$ cat config.mk
export PLATFORM = sky130hd
export DESIGN_NAME = dot_clock_gen
export DESIGN_NICKNAME = d
export VERILOG_FILES = /design/src/rtl/dot_clock_pkg.sv /design/src/rtl/dot_clock_gen_clock_gate.sv /design/src/rtl/dot_clock_gen.sv
export SDC_FILE = /design/constraint.sdc
export NUM_CORES = 1
export LEC_CHECK = 0
export ABC_CLOCK_PERIOD_IN_PS = 2100
export BUFFER_PORTS_ARGS = -buffer_cell sky130_fd_sc_hd__buf_2
export CORE_MARGIN = 4
export CORE_UTILIZATION = 30
export CTS_BUF_LIST = sky130_fd_sc_hd__clkbuf_8 sky130_fd_sc_hd__clkbuf_16
export CTS_CLUSTER_SIZE = 8
export DETAILED_ROUTE_END_ITERATION = 6
export PLACE_DENSITY = 0.52
export SYNTH_ARGS = -nofsm -noshare
export SYNTH_HDL_FRONTEND = slang
export SYNTH_SLANG_ARGS = --single-unit
export TNS_END_PERCENT = 10
$ cat constraint.sdc
create_clock -name Mhz27 -period 2.1 [get_ports Mhz27]
set_input_delay 0.315 -clock Mhz27 [delete_from_list [all_inputs] [get_ports Mhz27]]
set_output_delay 0.315 -clock Mhz27 [all_outputs]
set_load 0.005 [all_outputs]
$ cat src/rtl/dot_clock_pkg.sv
// Shared constants for the VGA dot clock generator: default 14/15 ratio, lock delay
// and the Gowin rPLL divider settings used when DOT_CLOCK_PLL_EN is defined.
package dot_clock_pkg;

  localparam int DOT_NUM        = 14;
  localparam int DOT_DEN        = 15;
  localparam int DOT_LOCK_DELAY = 16;

  // rPLL output = 27 MHz * (FBDIV_SEL+1) / (IDIV_SEL+1) = 25.2 MHz, VCO at 806.4 MHz
  localparam int PLL_IDIV_SEL   = 14;
  localparam int PLL_FBDIV_SEL  = 13;
  localparam int PLL_ODIV_SEL   = 32;

endpackage

$ cat src/rtl/dot_clock_gen_clock_gate.sv
// Latch-based integrated clock gate: enable is captured while clk is low so gclk
// only ever passes whole high phases; reset clears the latch and may truncate one.
module clock_gate (
  input  logic clk,
  input  logic rst_n,
  input  logic en,
  output logic gclk
);

  logic en_latch;

  // A vendor ICG cell can replace this latch/AND pair without changing behaviour.
  always_latch begin
    if (!rst_n) begin
      en_latch = 1'b0;
    end else if (!clk) begin
      en_latch = en;
    end
  end

  assign gclk = clk & en_latch;

endmodule

$ cat src/rtl/dot_clock_gen.sv
// VGA dot clock from the 27 MHz oscillator: glitch-free pulse swallowing at NUM/DEN
// by default, or a Gowin rPLL wrapper when DOT_CLOCK_PLL_EN is defined.
module dot_clock_gen
  import dot_clock_pkg::*;
#(
  parameter int NUM        = DOT_NUM,
  parameter int DEN        = DOT_DEN,
  parameter int LOCK_DELAY = DOT_LOCK_DELAY
) (
  input  logic Mhz27,
  input  logic rst_n,
  output logic dotclock,
  output logic dot_ce,
  output logic locked
);

  logic [1:0] rst_sync_q;
  logic [1:0] rst_sync_d;
  logic       int_rst_n;

  always_comb begin
    rst_sync_d = {rst_sync_q[0], 1'b1};
  end

  always_ff @(posedge Mhz27 or negedge rst_n) begin
    if (!rst_n) begin
      rst_sync_q <= 2'b00;
    end else begin
      rst_sync_q <= rst_sync_d;
    end
  end

  assign int_rst_n = rst_sync_q[1];

`ifdef DOT_CLOCK_PLL_EN

  logic       pll_clkout;
  logic       pll_lock;
  logic [1:0] pll_lock_q;
  logic [1:0] pll_lock_d;

  rPLL #(
    .FCLKIN    ("27"),
    .IDIV_SEL  (PLL_IDIV_SEL),
    .FBDIV_SEL (PLL_FBDIV_SEL),
    .ODIV_SEL  (PLL_ODIV_SEL)
  ) u_rpll (
    .CLKOUT   (pll_clkout),
    .LOCK     (pll_lock),
    .CLKOUTP  (),
    .CLKOUTD  (),
    .CLKOUTD3 (),
    .RESET    (!rst_n),
    .RESET_P  (1'b0),
    .CLKIN    (Mhz27),
    .CLKFB    (1'b0),
    .FBDSEL   (6'b000000),
    .IDSEL    (6'b000000),
    .ODSEL    (6'b000000),
    .PSDA     (4'b0000),
    .DUTYDA   (4'b0000),
    .FDLY     (4'b0000)
  );

  always_comb begin
    pll_lock_d = {pll_lock_q[0], pll_lock};
  end

  always_ff @(posedge Mhz27 or negedge rst_n) begin
    if (!rst_n) begin
      pll_lock_q <= 2'b00;
    end else begin
      pll_lock_q <= pll_lock_d;
    end
  end

  assign dotclock = pll_clkout;
  assign dot_ce   = 1'b1;
  assign locked   = pll_lock_q[1] & int_rst_n;

`else

  localparam int ACC_W = $clog2(DEN) + 1;
  localparam int CNT_W = $clog2(LOCK_DELAY + 1);

  logic [ACC_W-1:0] acc_q;
  logic [ACC_W-1:0] acc_d;
  logic [ACC_W-1:0] sum;
  logic             dot_ce_q;
  logic             dot_ce_d;
  logic [CNT_W-1:0] lock_cnt_q;
  logic [CNT_W-1:0] lock_cnt_d;

  // Bresenham step: one enable per DEN crossing yields exactly NUM enables per DEN cycles.
  always_comb begin
    sum      = acc_q + ACC_W'(NUM);
    acc_d    = '0;
    dot_ce_d = 1'b0;
    if (int_rst_n) begin
      if (sum >= ACC_W'(DEN)) begin
        dot_ce_d = 1'b1;
        acc_d    = sum - ACC_W'(DEN);
      end else begin
        acc_d    = sum;
      end
    end
  end

  always_comb begin
    lock_cnt_d = '0;
    if (int_rst_n) begin
      lock_cnt_d = lock_cnt_q;
      if (lock_cnt_q != CNT_W'(LOCK_DELAY)) begin
        lock_cnt_d = lock_cnt_q + 1'b1;
      end
    end
  end

  always_ff @(posedge Mhz27 or negedge rst_n) begin
    if (!rst_n) begin
      acc_q      <= '0;
      dot_ce_q   <= 1'b0;
      lock_cnt_q <= '0;
    end else begin
      acc_q      <= acc_d;
      dot_ce_q   <= dot_ce_d;
      lock_cnt_q <= lock_cnt_d;
    end
  end

  clock_gate u_gate (
    .clk   (Mhz27),
    .rst_n (rst_n),
    .en    (dot_ce_q),
    .gclk  (dotclock)
  );

  assign dot_ce = dot_ce_q;
  assign locked = (lock_cnt_q == CNT_W'(LOCK_DELAY));

`endif

endmodule

==> results by group <==
Timing
  – Final Max Tran Viols: 0
  – Setup TNS: -0.0418 ns
  – Worst Skew: ~0.10 ns
  – Worst Slack Setup Final: -0.0418 ns
  – RSZ-0062 raised after global routing: true
  – Hold Vio Cnt, Final: 0
  – Final setup vio count: 2

Floorplanning
  – Row count: 17
  – Die width: about 57 µm
  – Io pins: 5
  – Core area: approximately 2300 µm²
  – DIE AREA: approximately 3300 µm²
  – Die span in y: ~57 µm
  – Starting Density: 32.1%

Global routing
  – GRT Util Overall: 10.6%
  – Largest net degree at the start of global routing: 15
  – Initial antenna violation count: 0
  – First-pass GRT wire length: between 2000 and 2500 µm
  – Overflow after GRT: 0
  – Vias in the first global route: around 560

Cells and area
  – Most frequent cells in the layout: 13 x dfrtp_1, 7 x inv_1, 7 x clkbuf_8
  – Layout Nets: 89
  – Antenna diodes: 0
  – Commonest non-fill, non-tap cell in the layout: dfrtp_1
  – Share of cells above drive strength 1: a little under a quarter
  – Area grow syn2layout: 25.3%

Placement
  – Pre-CTS WS: roughly 0.12 ns
  – Placer Congestion: 0.732
  – Detailed placement HPWL: approximately 850 µm
  – I/O Buffers: 4

Critical path
  – FF-to-FF End: acc_q[2]
  – Slowest CP cell: dlxtp_1
  – Crit path DAT: about 1.8 ns
  – Cell breakdown of the critical path: and2_1, buf_2
  – Slowest stage delay, CP: approximately 0.30 ns
  – Critical Path End Type: output port
  – CP max FO: 1
  – Req. time, crit path: 1.78 ns
  – Worst r2r path cells: 7
  – Internal reg-to-reg setup slack: around 0.12 ns
  – Setup crit start kind: latch
  – Start of the worst register-to-register path: acc_q[1]
  – Worst Setup EP: dotclock
  – Kind of critical path: latch -> out
  – Critical path origin: u_gate.en_latch

Synth
  – Synth Instances: 66
  – Mapped Area: approximately 720 µm²
  – Synth cell types: 27
  – Synth top area cells: dfrtp_1 45%, ha_1 10%, and2_1 5.2%
  – Synth area leader: dfrtp_1
  – Synth top area share: between 40% and 50%
  – Number of synthesis warnings: 0
  – Synth Net Count: 74
  – Avg Inst Size Synth: roughly 11 µm²
  – Number of synthesized register bits: 14

Drt
  – Remaining antenna violation count: 0
  – Drt pass-1 iters: 4
  – Vias: 492
  – # DRC: 0
  – Post-DR vias/cell: 4.51
  – Routed wire length: about 1200 µm
  – First-iteration detailed-routing DRC count: 17
  – WL per Instance: roughly 11 µm

Power
  – Maximum vdd drop: roughly 0.00057 V
  – Power density over cell area: 1330 nW/µm²
  – Pleak: about 0.44 nW

Hold path
  – Hold Path Stages: 0
  – HP Class: reg -> reg

Job
  – Max-cap violations: 0

Outcome
  – Status: finished with violations
  – Failing checks: setup timing

CTS
  – Post-CTS Setup Bufs: 0
  – Clk pin slew, worst setup/hold paths: about 0.05 ns
  – Clk_lat worst skew: between 0.3 and 0.4 ns
  – CTS tree: built
## synth_stat cells
cell type,n
and3b_1,1
o31a_1,1
xor2_1,3
a21oi_1,1
nor2b_1,1
o221ai_4,1
ha_1,6
and3_1,1
nor2_1,1
or2_2,1
mux2i_1,1
inv_1,6
nand4_1,1
nor4_2,1
dfrtp_1,13
xnor2_1,4
and3_2,1
nand3_1,4
and4bb_2,1
nand2_1,5
clkbuf_1,1
o21ai_0,1
conb_1,1
dlxtp_1,1
and2_1,6
a21boi_1,1
and2_2,1
## cells by family (layout without fill, tap and decap cells)
logic type	Yosys count	count (layout)	share of synthesized area, %
compound gates	5	5	7.27
xor+xnor	7	7	8.48
fa+ha+maj	6	6	10.4
buf+inv	7	22	3.63
flops	13	13	45.0
latches	1	1	2.08
mux	1	1	1.38
other cells	1	1	0.519
simple gates	25	25	21.3
## power by group
group          leakage (nW)  switching, mW  internal (mW)
Combinational         0.196          0.211          0.192
Sequential            0.175         0.0549          0.318
Clock                0.0713          0.131          0.301
Total                 0.442          0.397          0.810
## area by class of cell
cell class | count | area, µm²
fillers | 237 | 1350
multi-input cells | 45 | 357
flip-flops and latches | 14 | 340
clock buffers | 8 | 101
repair buffers | 6 | 42.5
well taps | 28 | 35.0
inverters | 6 | 22.5
clock inverters | 2 | 7.51
## worst max-delay path, delay by kind of cell, from the launching register on
family | cells | cell delay, ns
latches | 1 | 0.30
simple gates | 1 | 0.10
buf+inv | 1 | 0.10
## per-layer routing
layer  vias up  part of all wire [%]  GRT usage, %  routed length [µm]
met5         -                     0             0                   0
met4         0                   2.0          7.28                  25
li1        245                     -             -                   -
met1       232                    48          11.0                 588
met3         4                   6.8          9.73                  84
met2        11                    43          13.4                 528
## sequential cells by signal (all words and copies together), names as in the netlist
name / count
acc_q: 5
lock_cnt_q: 5
rst_sync_q: 2
dot_ce: 1
u_gate.en_latch: 1
## through the flow
step	total power [mW]	instance area, µm²	hold WS [ns]	util [%]	cells
global route	1.32	906	0.366	40.2	109
CTS	1.23	906	0.352	40.2	109
global placement	0.782	782	-0.434	34.7	98
finish	1.21	906	0.348	40.2	109
detailed placement	0.788	782	-0.424	34.7	98
floorplan	0.697	723	-0.735	-	66
## repair_timing
| action | CTS | global route |
|---|---|---|
| endpoints found under the setup margin | 2 | 4 |
| hold buffers | 2 | 0 |
| cloned | 0 | 0 |
| hold endpoints to repair | 14 | 0 |
| resized for setup | 0 | 1 |
## worst min-delay path by stage
stage | startpoint | to | slack (ns)
2_1_floorplan | rst_n | clock gate | -0.74
3_3_place_gp | rst_n | clock gate | -0.43
3_5_place_dp | rst_n | clock gate | -0.42
4_1_cts | rst_sync_q[0] | rst_sync_q[1] | 0.35
5_1_grt | rst_sync_q[0] | rst_sync_q[1] | 0.37
6_report | rst_sync_q[0] | rst_sync_q[1] | 0.35
Power figures use the tool's default switching activity.
